==> config.mk <==
export PLATFORM = sky130hd
export DESIGN_NAME = seq_divider_flat
export DESIGN_NICKNAME = d
export VERILOG_FILES = /design/src/rtl/seq_divider_if.sv /design/src/rtl/seq_divider.sv /design/src/flat_wrapper.sv
export SDC_FILE = /design/constraint.sdc
export NUM_CORES = 1
export LEC_CHECK = 0
export BUFFER_PORTS_ARGS = -buffer_cell sky130_fd_sc_hd__buf_4
export CORE_ASPECT_RATIO = 0.9
export CORE_MARGIN = 2
export CORE_UTILIZATION = 57
export DETAILED_ROUTE_END_ITERATION = 8
export HOLD_SLACK_MARGIN = 0.05
export MAX_ROUTING_LAYER = met4
export PLACE_DENSITY = 0.8
export SLEW_MARGIN = 20
export SYNTH_ARGS = -nofsm -noshare
export SYNTH_HDL_FRONTEND = slang
export SYNTH_SLANG_ARGS = --single-unit
==> constraint.sdc <==
create_clock -name clk -period 3.3 [get_ports clk]
set_input_delay 0.165 -clock clk [delete_from_list [all_inputs] [get_ports clk]]
set_output_delay 0.165 -clock clk [all_outputs]
set_load 0.005 [all_outputs]
==> src/rtl/seq_divider_if.sv <==
// Start/done handshake bundle for seq_divider: operands in, quotient/remainder out.
// The controller holds the master modport, the divider the slave modport.
interface seq_divider_if #(
  parameter int WIDTH = 4
);
  logic             start;
  logic [WIDTH-1:0] dividend;
  logic [WIDTH-1:0] divisor;
  logic             busy;
  logic             done;
  logic [WIDTH-1:0] quotient;
  logic [WIDTH-1:0] remainder;
  logic             div_by_zero;

  modport master (
    output start, dividend, divisor,
    input  busy, done, quotient, remainder, div_by_zero
  );

  modport slave (
    input  start, dividend, divisor,
    output busy, done, quotient, remainder, div_by_zero
  );
endinterface

==> src/rtl/seq_divider.sv <==
// Multi-cycle unsigned restoring divider, one quotient bit per clock, MSB first.
// Optional macro DIVZERO_FLAG_EN: short-circuit divide-by-zero and raise div_by_zero.
module seq_divider #(
  parameter int WIDTH = 4
) (
  input  logic          clk,
  input  logic          rst,
  seq_divider_if.slave  bus
);

  localparam int CW = (WIDTH > 2) ? $clog2(WIDTH) : 1;
  localparam logic [CW-1:0] LAST_STEP = CW'(WIDTH - 1);

  typedef enum logic [1:0] {
    IDLE,
    RUN,
    DONE
  } state_t;

  state_t           state;
  logic [WIDTH-1:0] dvd;        // dividend shifts out MSB-first, quotient bits shift in at LSB
  logic [WIDTH-1:0] dsr;
  logic [WIDTH-1:0] rem;
  logic [CW-1:0]    count;
  logic             busy_q;
  logic             done_q;
  logic [WIDTH-1:0] quotient_q;
  logic [WIDTH-1:0] remainder_q;

  logic [WIDTH:0]   rem_shift;
  logic             fits;
  logic [WIDTH-1:0] rem_diff;
  logic [WIDTH-1:0] rem_next;
  logic [WIDTH-1:0] q_next;

  // The shifted remainder carries one extra bit so the compare cannot overflow;
  // whenever it fits, the true difference is below 2**WIDTH, so WIDTH bits suffice.
  // NOTE: every always_comb output gets a value on every path, so no latch is inferred.
  always_comb begin
    rem_shift = {rem, dvd[WIDTH-1]};
    fits      = (rem_shift >= {1'b0, dsr});
    rem_diff  = rem_shift[WIDTH-1:0] - dsr;
    rem_next  = fits ? rem_diff : rem_shift[WIDTH-1:0];
    q_next    = {dvd[WIDTH-2:0], fits};
  end

`ifdef DIVZERO_FLAG_EN
  logic dz_pending;
  logic div_by_zero_q;

  // NOTE: state updates use non-blocking assignments so every register samples pre-edge values.
  always_ff @(posedge clk) begin
    if (rst) begin
      state         <= IDLE;
      dvd           <= '0;
      dsr           <= '0;
      rem           <= '0;
      count         <= '0;
      busy_q        <= 1'b0;
      done_q        <= 1'b0;
      quotient_q    <= '0;
      remainder_q   <= '0;
      dz_pending    <= 1'b0;
      div_by_zero_q <= 1'b0;
    end else begin
      done_q <= 1'b0;
      case (state)
        IDLE: begin
          if (bus.start) begin
            dvd           <= bus.dividend;
            dsr           <= bus.divisor;
            rem           <= '0;
            count         <= '0;
            div_by_zero_q <= 1'b0;
            if (bus.divisor == '0) begin
              state      <= DONE;
              dz_pending <= 1'b1;
            end else begin
              state  <= RUN;
              busy_q <= 1'b1;
            end
          end
        end
        RUN: begin
          dvd   <= q_next;
          rem   <= rem_next;
          count <= count + 1'b1;
          if (count == LAST_STEP) begin
            state       <= DONE;
            busy_q      <= 1'b0;
            done_q      <= 1'b1;
            quotient_q  <= q_next;
            remainder_q <= rem_next;
          end
        end
        DONE: begin
          state <= IDLE;
          // Divide-by-zero result lands one edge after the short-circuited accept.
          if (dz_pending) begin
            dz_pending    <= 1'b0;
            done_q        <= 1'b1;
            quotient_q    <= '1;
            remainder_q   <= dvd;
            div_by_zero_q <= 1'b1;
          end
        end
        default: state <= IDLE;
      endcase
    end
  end

  assign bus.div_by_zero = div_by_zero_q;
`else
  // NOTE: state updates use non-blocking assignments so every register samples pre-edge values.
  always_ff @(posedge clk) begin
    if (rst) begin
      state       <= IDLE;
      dvd         <= '0;
      dsr         <= '0;
      rem         <= '0;
      count       <= '0;
      busy_q      <= 1'b0;
      done_q      <= 1'b0;
      quotient_q  <= '0;
      remainder_q <= '0;
    end else begin
      done_q <= 1'b0;
      case (state)
        IDLE: begin
          if (bus.start) begin
            dvd    <= bus.dividend;
            dsr    <= bus.divisor;
            rem    <= '0;
            count  <= '0;
            state  <= RUN;
            busy_q <= 1'b1;
          end
        end
        RUN: begin
          dvd   <= q_next;
          rem   <= rem_next;
          count <= count + 1'b1;
          if (count == LAST_STEP) begin
            state       <= DONE;
            busy_q      <= 1'b0;
            done_q      <= 1'b1;
            quotient_q  <= q_next;
            remainder_q <= rem_next;
          end
        end
        DONE:    state <= IDLE;
        default: state <= IDLE;
      endcase
    end
  end

  // A zero divisor simply runs the algorithm, which yields all-ones and the dividend.
  assign bus.div_by_zero = 1'b0;
`endif

  assign bus.busy      = busy_q;
  assign bus.done      = done_q;
  assign bus.quotient  = quotient_q;
  assign bus.remainder = remainder_q;

endmodule

==> src/flat_wrapper.sv <==
// flat-port wrapper written by rule: the top's interface ports become plain ports
module seq_divider_flat 
#(
  parameter int WIDTH = 4
)
  (clk, rst, bus_start, bus_dividend, bus_divisor, bus_busy, bus_done, bus_quotient, bus_remainder, bus_div_by_zero);
  seq_divider_if #(.WIDTH(WIDTH)) bus_i ();
  input  logic clk;
  input  logic rst;
  input wire logic [$bits(bus_i.start)-1:0] bus_start;
  input wire logic [$bits(bus_i.dividend)-1:0] bus_dividend;
  input wire logic [$bits(bus_i.divisor)-1:0] bus_divisor;
  output wire logic [$bits(bus_i.busy)-1:0] bus_busy;
  output wire logic [$bits(bus_i.done)-1:0] bus_done;
  output wire logic [$bits(bus_i.quotient)-1:0] bus_quotient;
  output wire logic [$bits(bus_i.remainder)-1:0] bus_remainder;
  output wire logic [$bits(bus_i.div_by_zero)-1:0] bus_div_by_zero;
  assign bus_i.start = bus_start;
  assign bus_i.dividend = bus_dividend;
  assign bus_i.divisor = bus_divisor;
  assign bus_busy = bus_i.busy;
  assign bus_done = bus_i.done;
  assign bus_quotient = bus_i.quotient;
  assign bus_remainder = bus_i.remainder;
  assign bus_div_by_zero = bus_i.div_by_zero;
  seq_divider #(.WIDTH(WIDTH)) u_core (.clk(clk), .rst(rst), .bus(bus_i));
endmodule
==> results of run 1 <==
[layout make-up]
type | instances | area share, %
clock buffer | 4 | 2.69
inverter | 8 | 2.22
sequential | 26 | 38.6
tap | 25 | 2.32
multi-input combinational | 94 | 42.5
timing repair buffer | 21 | 11.7
[registers in the layout (all words and copies together), names as in the netlist]
register and flops:
u_core.bus.busy 1, u_core.dvd 4, u_core.rem 4, u_core.bus.quotient 4
u_core.bus.remainder 4, u_core.count 2, u_core.state 2, u_core.dsr 4
u_core.bus.done 1
[final timing paths]
check                                           start                                    to  slack, ns
setup / recovery           u_core.dvd[3]$_SDFFE_PP0P_  u_core.bus.remainder[1]$_SDFFE_PP0P_       1.27
setup reg to reg           u_core.dvd[3]$_SDFFE_PP0P_  u_core.bus.remainder[1]$_SDFFE_PP0P_       1.27
hold / removal                         bus_divisor[3]            u_core.dsr[3]$_SDFFE_PP0P_       0.07
hold reg to reg   u_core.bus.quotient[3]$_SDFFE_PP0P_   u_core.bus.quotient[3]$_SDFFE_PP0P_       0.47
[cells by family (layout without fill, tap and decap cells)]
group	after synthesis	count (layout)	share of synthesized area [%]
AOI/OAI and AO/OA	28	28	15.3
DFF	26	26	45.0
buffers and inverters	14	33	5.30
other	1	1	0.324
xor gates and xnor gates	2	2	1.52
adders and majority gates	6	6	7.14
muxes	6	6	5.20
and+or+nand+nor	51	51	20.2
[power by group]
group	internal, µW	switching [µW]
registers	329	10.9
logic	60.1	70.4
clock network	67.4	91.5
[routing by layer]
| layer | share of wire, % | track usage (%) | up-vias |
|---|---|---|---|
| met5 | 0 | - | - |
| met4 | 1.5 | 9.47 | 0 |
| met3 | 5.1 | 3.57 | 5 |
| met2 | 50 | 42.1 | 27 |
| met1 | 43 | 24.8 | 450 |
| li1 | - | - | 486 |
[worst reg2reg max path, delay by kind of cell, from the launching register on]
kind / cells / cell delay, ns
AND/OR/NAND/NOR: 2 / 0.36
AO/OA/AOI/OAI: 2 / 0.71
multiplexers: 1 / 0.14
flip-flops: 1 / 0.37
buffers and inverters: 1 / 0.06
adder cells (fa/ha/maj): 1 / 0.31
[through the flow]
stage / area (µm²) / setup WS [ns]
3_5_place_dp: 1310 / 1.34
4_1_cts: 1350 / 1.29
5_1_grt: 1350 / 1.20
2_1_floorplan: 1160 / 1.53
6_report: 1350 / 1.27
3_3_place_gp: 1310 / 1.47
[cells in the final DEF, fill, tap and decap left out, drive strengths merged]
master  instances
a21oi          10
nand3b          3
conb            1
nand2          13
and2            2
a2111o          1
buf            21
nor3b           2
clkbuf          4
ha              5
o21ai           7
xor2            2
a21o            1
nand4           1
dfxtp          26
nand2b          2
nor2b           1
nand3           1
a221oi          1
a211oi          7
fa              1
mux2i           6
nor2           24
a222oi          1
or2             2
inv             8
==> reports/qor.log, run 1 <==
qor: outcome.outcome complete, no violations
qor: layout.areaGrowthSynthToFinish 16.8%
qor: place.finalWeightedCongestion 0.851
qor: global_routing.grt_pass1_vias 939
qor: timing.finalHoldWorstSlack 0.0679 ns
qor: hold_path.worstHoldPathCells 3
qor: global_routing.antenna_found_initial 0
qor: layout.multiInputGateArea 574 µm²
qor: clock_tree.tritoncts yes
qor: timing.setup_failing_eps_final 0
qor: timing.worst-slew-pin-transition 0.831 ns
qor: setup_path.timing.setup.critical_path_class reg -> reg
qor: routing.number_of_drc_markers_after_the_initial_detailed_route_iteration 13
qor: timing.fmax 0.494 GHz
qor: yosys.yosys.cell_count.top_type sky130_fd_sc_hd__dfxtp_1
qor: layout.finish.utilization 70.5%
qor: timing.finalCritPeriodShare 61.4%
qor: flow_run.drv.max_cap_violation_count 0
qor: setup_path.critPathLaunchType register
qor: setup_path.crit_slowest_cell sky130_fd_sc_hd__a2111o_1
qor: yosys.postSynth.topFlopCell sky130_fd_sc_hd__dfxtp_1
qor: timing.relSlewSlack 44.5%
qor: routing.ant_nets 0
qor: setup_path.worst_setup_path_end_kind register
qor: layout.n_fill_cell 161
qor: global_routing.grt_first_pass_wirelength 3930 µm
qor: die.die_width 51.5 µm
qor: clock_tree.cts_inserted_buffers 3
qor: yosys.synth_fp_nets 151
qor: yosys.mapped_cells 134
qor: power_and_ir_drop.finalPower 630 µW
qor: setup_path.cp_cell_sequence inv_1, ha_1, nand2b_1, a2111o_1, and2_4, mux2i_1, a211oi_1
qor: die.initial_util 60.4%
qor: setup_path.worst-endpoint-required 3.54 ns
qor: timing.grt_setup_unrepaired no
qor: yosys.yosys-top-cells-area sky130_fd_sc_hd__dfxtp_1 45%, sky130_fd_sc_hd__nor2_1 7.8%, sky130_fd_sc_hd__ha_1 5.4%
qor: die.dieArea 2400 µm²
qor: layout.drive_gt1_share 18.3%
qor: timing.report.final.slew_viol_count 0
qor: clock_tree.cts.repair.resized 0
qor: setup_path.delay_of_the_slowest_cell_on_the_worst_path 0.46 ns
qor: die.coreArea 1910 µm²
qor: yosys.netlist_top_cells_count 26 x sky130_fd_sc_hd__dfxtp_1, 24 x sky130_fd_sc_hd__nor2_1, 13 x sky130_fd_sc_hd__nand2_1, 10 x sky130_fd_sc_hd__a21oi_1, 8 x sky130_fd_sc_hd__inv_1
qor: routing.first_pass_iters 4
qor: global_routing.grt_overflow 0
qor: routing.remaining_drc_errors 0
qor: layout.area.sequential 520 µm²
qor: place.buffer_ports.inserted 20
qor: yosys.postSynth.asyncResetShare 0%
qor: yosys.distinct_cells_synth 29
qor: timing.clock_skew 0.00493 ns
qor: yosys.post_synth_instance_area 1160 µm²
qor: clock_tree.htree_num_levels 1
qor: layout.final_nets 171
qor: clock_tree.clock_insertion_delay_worst_skew 0.32 ns
qor: yosys.synthDominantCellAreaShare 45.0%
qor: global_routing.maximum_number_of_pins_on_one_net_before_global_route_repair 25
qor: clock_tree.root_buf_cell sky130_fd_sc_hd__clkbuf_4
qor: setup_path.crit_cells 7
qor: routing.drt_wl_total 2360 µm
qor: yosys.synthesis.yosys.warnings 0
qor: timing.hold_viol_final 0
qor: yosys.count_of_flip_flops_with_a_built_in_enable_after_synthesis 0
qor: global_routing.grtUsageTotal 22.8%
qor: setup_path.worst_r2r_path_depth 7
qor: setup_path.crit_fanout 4
qor: yosys.synth_seq_cells 26
qor: power_and_ir_drop.power.density_cell_area 466 nW/µm²
qor: hold_path.hp-class in -> reg
qor: timing.finalSetupTns 0 ns
qor: clock_tree.clock_buffer_depth 2
qor: clock_tree.worst_setup_hold_path_clk_slew 0.14 ns
qor: layout.finish.cell_count_without_fillers 178
qor: yosys.synth.largest_area_cell sky130_fd_sc_hd__dfxtp_1
qor: setup_path.crit_arrival 2.26 ns
qor: yosys.syn-mean-instance-area 8.63 µm²
qor: power_and_ir_drop.vdd_drop_max 0.276 mV
qor: place.hpwlAfterDp 1810 µm
qor: routing.routed_length_per_instance 13.2 µm
qor: die.row_count 15
qor: clock_tree.clkSinkCount 26
qor: setup_path.timing.critical_path.buf_inv 1
qor: place.placedCellCount 174
qor: clock_tree.cts_hold_repair.buffers 0
qor: layout.antennaDiodeCount 0
qor: die.top_level_ports 22
qor: clock_tree.setup_buffers_after_cts 0
qor: die.die-height 46.7 µm
qor: power_and_ir_drop.leakagePower 0.000570 µW
qor: setup_path.timing.critical_path.max_delay_family compound AO/OA/AOI/OAI gates
qor: routing.route.detailed.vias_per_inst 5.44
qor: yosys.synth-seq-area-share 45.0%
qor: routing.route.vias.total 968
qor: timing.final_period_minus_worst_setup_slack 2.03 ns
(Power assumes the default switching activity.)
==> run 2: changes to the inputs <==
--- a/config.mk
+++ b/config.mk
@@ -8,11 +8,11 @@
 export BUFFER_PORTS_ARGS = -buffer_cell sky130_fd_sc_hd__buf_4
 export CORE_ASPECT_RATIO = 0.9
 export CORE_MARGIN = 2
-export CORE_UTILIZATION = 57
+export CORE_UTILIZATION = 53
 export DETAILED_ROUTE_END_ITERATION = 8
 export HOLD_SLACK_MARGIN = 0.05
 export MAX_ROUTING_LAYER = met4
-export PLACE_DENSITY = 0.8
+export PLACE_DENSITY = 0.75
 export SLEW_MARGIN = 20
 export SYNTH_ARGS = -nofsm -noshare
 export SYNTH_HDL_FRONTEND = slang
==> constraint.sdc (replaced) <==
create_clock -name clk -period 1.97 [get_ports clk]
set_input_delay 0.0985 -clock clk [delete_from_list [all_inputs] [get_ports clk]]
set_output_delay 0.0985 -clock clk [all_outputs]
set_load 0.005 [all_outputs]
==> run 2 against run 1 <==
  * Sequential power grew 68%
  * Combinational power grew 81%
  * Critical path type unchanged
  * Register-to-register slack lost 1.2 ns
  * Via count grew 0.31%
  * Worst hold slack gained 0.032 ns
  * Sequential share of layout area shrank 2.3 points
  * Count of clock-buffer cells in the layout is the same
  * Die area grew 6.9%
  * Critical path depth is the same
  * First-iteration DRC count shrank 7.7%
  * Worst setup slack lost 1.2 ns
==> reports/qor.log, run 2 (same netlist as run 1, synthesis figures left out) <==
qor: outcome.outcome complete, no violations [unchanged]
qor: global_routing.grt_pass1_vias 907 [was 939]
qor: clock_tree.clkSinkCount 26 [unchanged]
qor: layout.finish.utilization 67.8% [was 70.5%]
qor: global_routing.antenna_found_initial 0 [unchanged]
qor: global_routing.maximum_number_of_pins_on_one_net_before_global_route_repair 25 [unchanged]
qor: place.pre_cts_slack 0.0409 ns [was 1.34 ns]
qor: die.coreArea 2120 µm² [was 1910 µm²]
qor: setup_path.r2r_setup_slack 0.12 ns [was 1.27 ns]
qor: flow_run.drv.max_cap_violation_count 0 [unchanged]
qor: timing.finalCritPeriodShare 93.9% [was 61.4%]
qor: timing.clock_skew 0.00496 ns [was 0.00493 ns]
qor: global_routing.grtUsageTotal 20.8% [was 22.8%]
qor: setup_path.delay_of_the_slowest_cell_on_the_worst_path 0.40 ns [was 0.46 ns]
qor: clock_tree.root_buf_cell sky130_fd_sc_hd__clkbuf_4 [unchanged]
qor: global_routing.grt_overflow 0 [unchanged]
qor: layout.areaGrowthSynthToFinish 24.5% [was 16.8%]
qor: timing.setup_failing_eps_final 0 [unchanged]
qor: setup_path.worst_setup_path_end_kind register [unchanged]
qor: layout.final_nets 179 [was 171]
qor: routing.remaining_drc_errors 0 [unchanged]
qor: layout.final_cell_mix 25 x sky130_fd_sc_hd__dfxtp_1, 24 x sky130_fd_sc_hd__nor2_1, 24 x sky130_fd_sc_hd__buf_4 [was 26 x sky130_fd_sc_hd__dfxtp_1, 24 x sky130_fd_sc_hd__nor2_1, 21 x sky130_fd_sc_hd__buf_4]
qor: clock_tree.clock_insertion_delay_worst_skew 0.32 ns [about the same]
qor: setup_path.worst-endpoint-required 2.19 ns [was 3.54 ns]
qor: routing.drt_wl_total 2290 µm [was 2360 µm]
qor: timing.final_period_minus_worst_setup_slack 1.85 ns [was 2.03 ns]
qor: place.finalWeightedCongestion 0.846 [was 0.851]
qor: die.dieArea 2570 µm² [was 2400 µm²]
qor: power_and_ir_drop.vdd_drop_max 0.574 mV [was 0.276 mV]
qor: clock_tree.cts_inserted_buffers 3 [unchanged]
qor: layout.n_fill_cell 177 [was 161]
qor: power_and_ir_drop.leakagePower 0.000606 µW [was 0.000570 µW]
qor: power_and_ir_drop.power.density_cell_area 749 nW/µm² [was 466 nW/µm²]
qor: routing.ant_nets 0 [unchanged]
qor: place.placedCellCount 178 [was 174]
qor: layout.antennaDiodeCount 0 [unchanged]
qor: layout.layout.cells.most_common sky130_fd_sc_hd__dfxtp_1 [unchanged]
qor: die.die-height 48.3 µm [was 46.7 µm]
qor: place.hpwlAfterDp 1690 µm [was 1810 µm]
qor: clock_tree.clock_buffer_depth 2 [unchanged]
qor: routing.number_of_drc_markers_after_the_initial_detailed_route_iteration 12 [was 13]
qor: layout.area.sequential 522 µm² [was 520 µm²]
qor: routing.route.vias.total 971 [was 968]
qor: setup_path.cp_cell_sequence inv_1, ha_1, nand2b_1, a2111o_1, and2_4, o21ai_0, o21ai_0 [was inv_1, ha_1, nand2b_1, a2111o_1, and2_4, mux2i_1, a211oi_1]
qor: timing.report.final.slew_viol_count 0 [unchanged]
qor: global_routing.grt_first_pass_wirelength 3880 µm [was 3930 µm]
qor: layout.finish.cell_count_without_fillers 188 [was 178]
qor: die.row_count 16 [was 15]
qor: setup_path.crit_arrival 2.07 ns [was 2.26 ns]
qor: setup_path.crit_slowest_cell sky130_fd_sc_hd__a2111o_1 [unchanged]
qor: timing.worst_slack 0.120 ns [was 1.27 ns]
qor: power_and_ir_drop.finalPower 1080 µW [was 630 µW]
qor: setup_path.timing.critical_path.buf_inv 1 [unchanged]
qor: die.top_level_ports 22 [unchanged]
qor: layout.drive_gt1_share 20.5% [was 18.3%]
qor: setup_path.timing.critical_path.max_delay_family compound AO/OA/AOI/OAI gates [unchanged]
qor: clock_tree.htree_num_levels 1 [unchanged]
qor: clock_tree.worst_setup_hold_path_clk_slew 0.14 ns [about the same]
qor: setup_path.critPathLaunchType register [unchanged]
qor: routing.first_pass_iters 4 [unchanged]
qor: hold_path.hp-class in -> reg [unchanged]
qor: routing.routed_length_per_instance 12.2 µm [was 13.2 µm]
qor: timing.fmax 0.540 GHz [was 0.494 GHz]
qor: clock_tree.tritoncts yes [unchanged]
qor: routing.route.detailed.vias_per_inst 5.16 [was 5.44]
qor: setup_path.timing.setup.critical_path_class reg -> reg [unchanged]
qor: die.initial_util 54.5% [was 60.4%]
qor: timing.hold_viol_final 0 [unchanged]
qor: die.die_width 53.2 µm [was 51.5 µm]
qor: place.buffer_ports.inserted 20 [unchanged]
qor: layout.multiInputGateArea 587 µm² [was 574 µm²]
qor: timing.finalSetupTns 0 ns [unchanged]
qor: setup_path.crit_fanout 4 [unchanged]
qor: setup_path.timing.critical_path.mode_cell sky130_fd_sc_hd__o21ai_0
==> run 2: area by class of cell <==
| type | count | area share, % |
|---|---|---|
| Inverter | 8 | 2.09 |
| Tap cell | 27 | 2.35 |
| Timing Repair Buffer | 29 | 16.0 |
| Clock buffer | 4 | 2.52 |
| Sequential cell | 26 | 36.3 |
| Multi-Input combinational cell | 94 | 40.8 |
==> run 2: timing repair <==
action / in CTS / in global routing
hold endpoints to repair: 5 / 0
buffers inserted: 0 / 1
cloned: 0 / 0
gates resized for setup: 1 / 1
hold buffers: 5 / 0
pin swaps: 0 / 2
setup endpoints to repair: 1 / 6
==> run 2: layer usage <==
layer  vias up  part of all wire (%)  GRT usage (%)
met1       443                    45           24.0
met5         -                     0              -
met3         4                   4.1           5.25
li1        504                     -              -
met2        20                    49           34.6
met4         0                   1.5           6.84
==> run 2: path summary, 6_finish.rpt <==
check	startpoint	endpoint	depth (start not counted)
setup / recovery	u_core.dvd[3]$_SDFFE_PP0P_	u_core.bus.remainder[0]$_SDFFE_PP0P_	7
hold / removal	rst	u_core.bus.quotient[3]$_SDFFE_PP0P_	2
setup reg to reg	u_core.dvd[3]$_SDFFE_PP0P_	u_core.bus.remainder[0]$_SDFFE_PP0P_	7
hold reg to reg	u_core.bus.quotient[3]$_SDFFE_PP0P_	u_core.bus.quotient[3]$_SDFFE_PP0P_	2
==> run 2: stage by stage <==
step / area, µm² / hold WS, ns
final: 1440 / 0.100
after global routing: 1440 / 0.100
after CTS: 1420 / 0.110
after detailed placement: 1330 / 0.330
after floorplan: 1160 / 0.182
after global placement: 1330 / 0.322
==> run 2: report_power, final <==
group	internal (µW)	leakage (µW)	switching [µW]
clock	113	0.0000210	159
sequential	552	0.000212	18.0
combinational	117	0.000373	118
total	782	0.000606	295
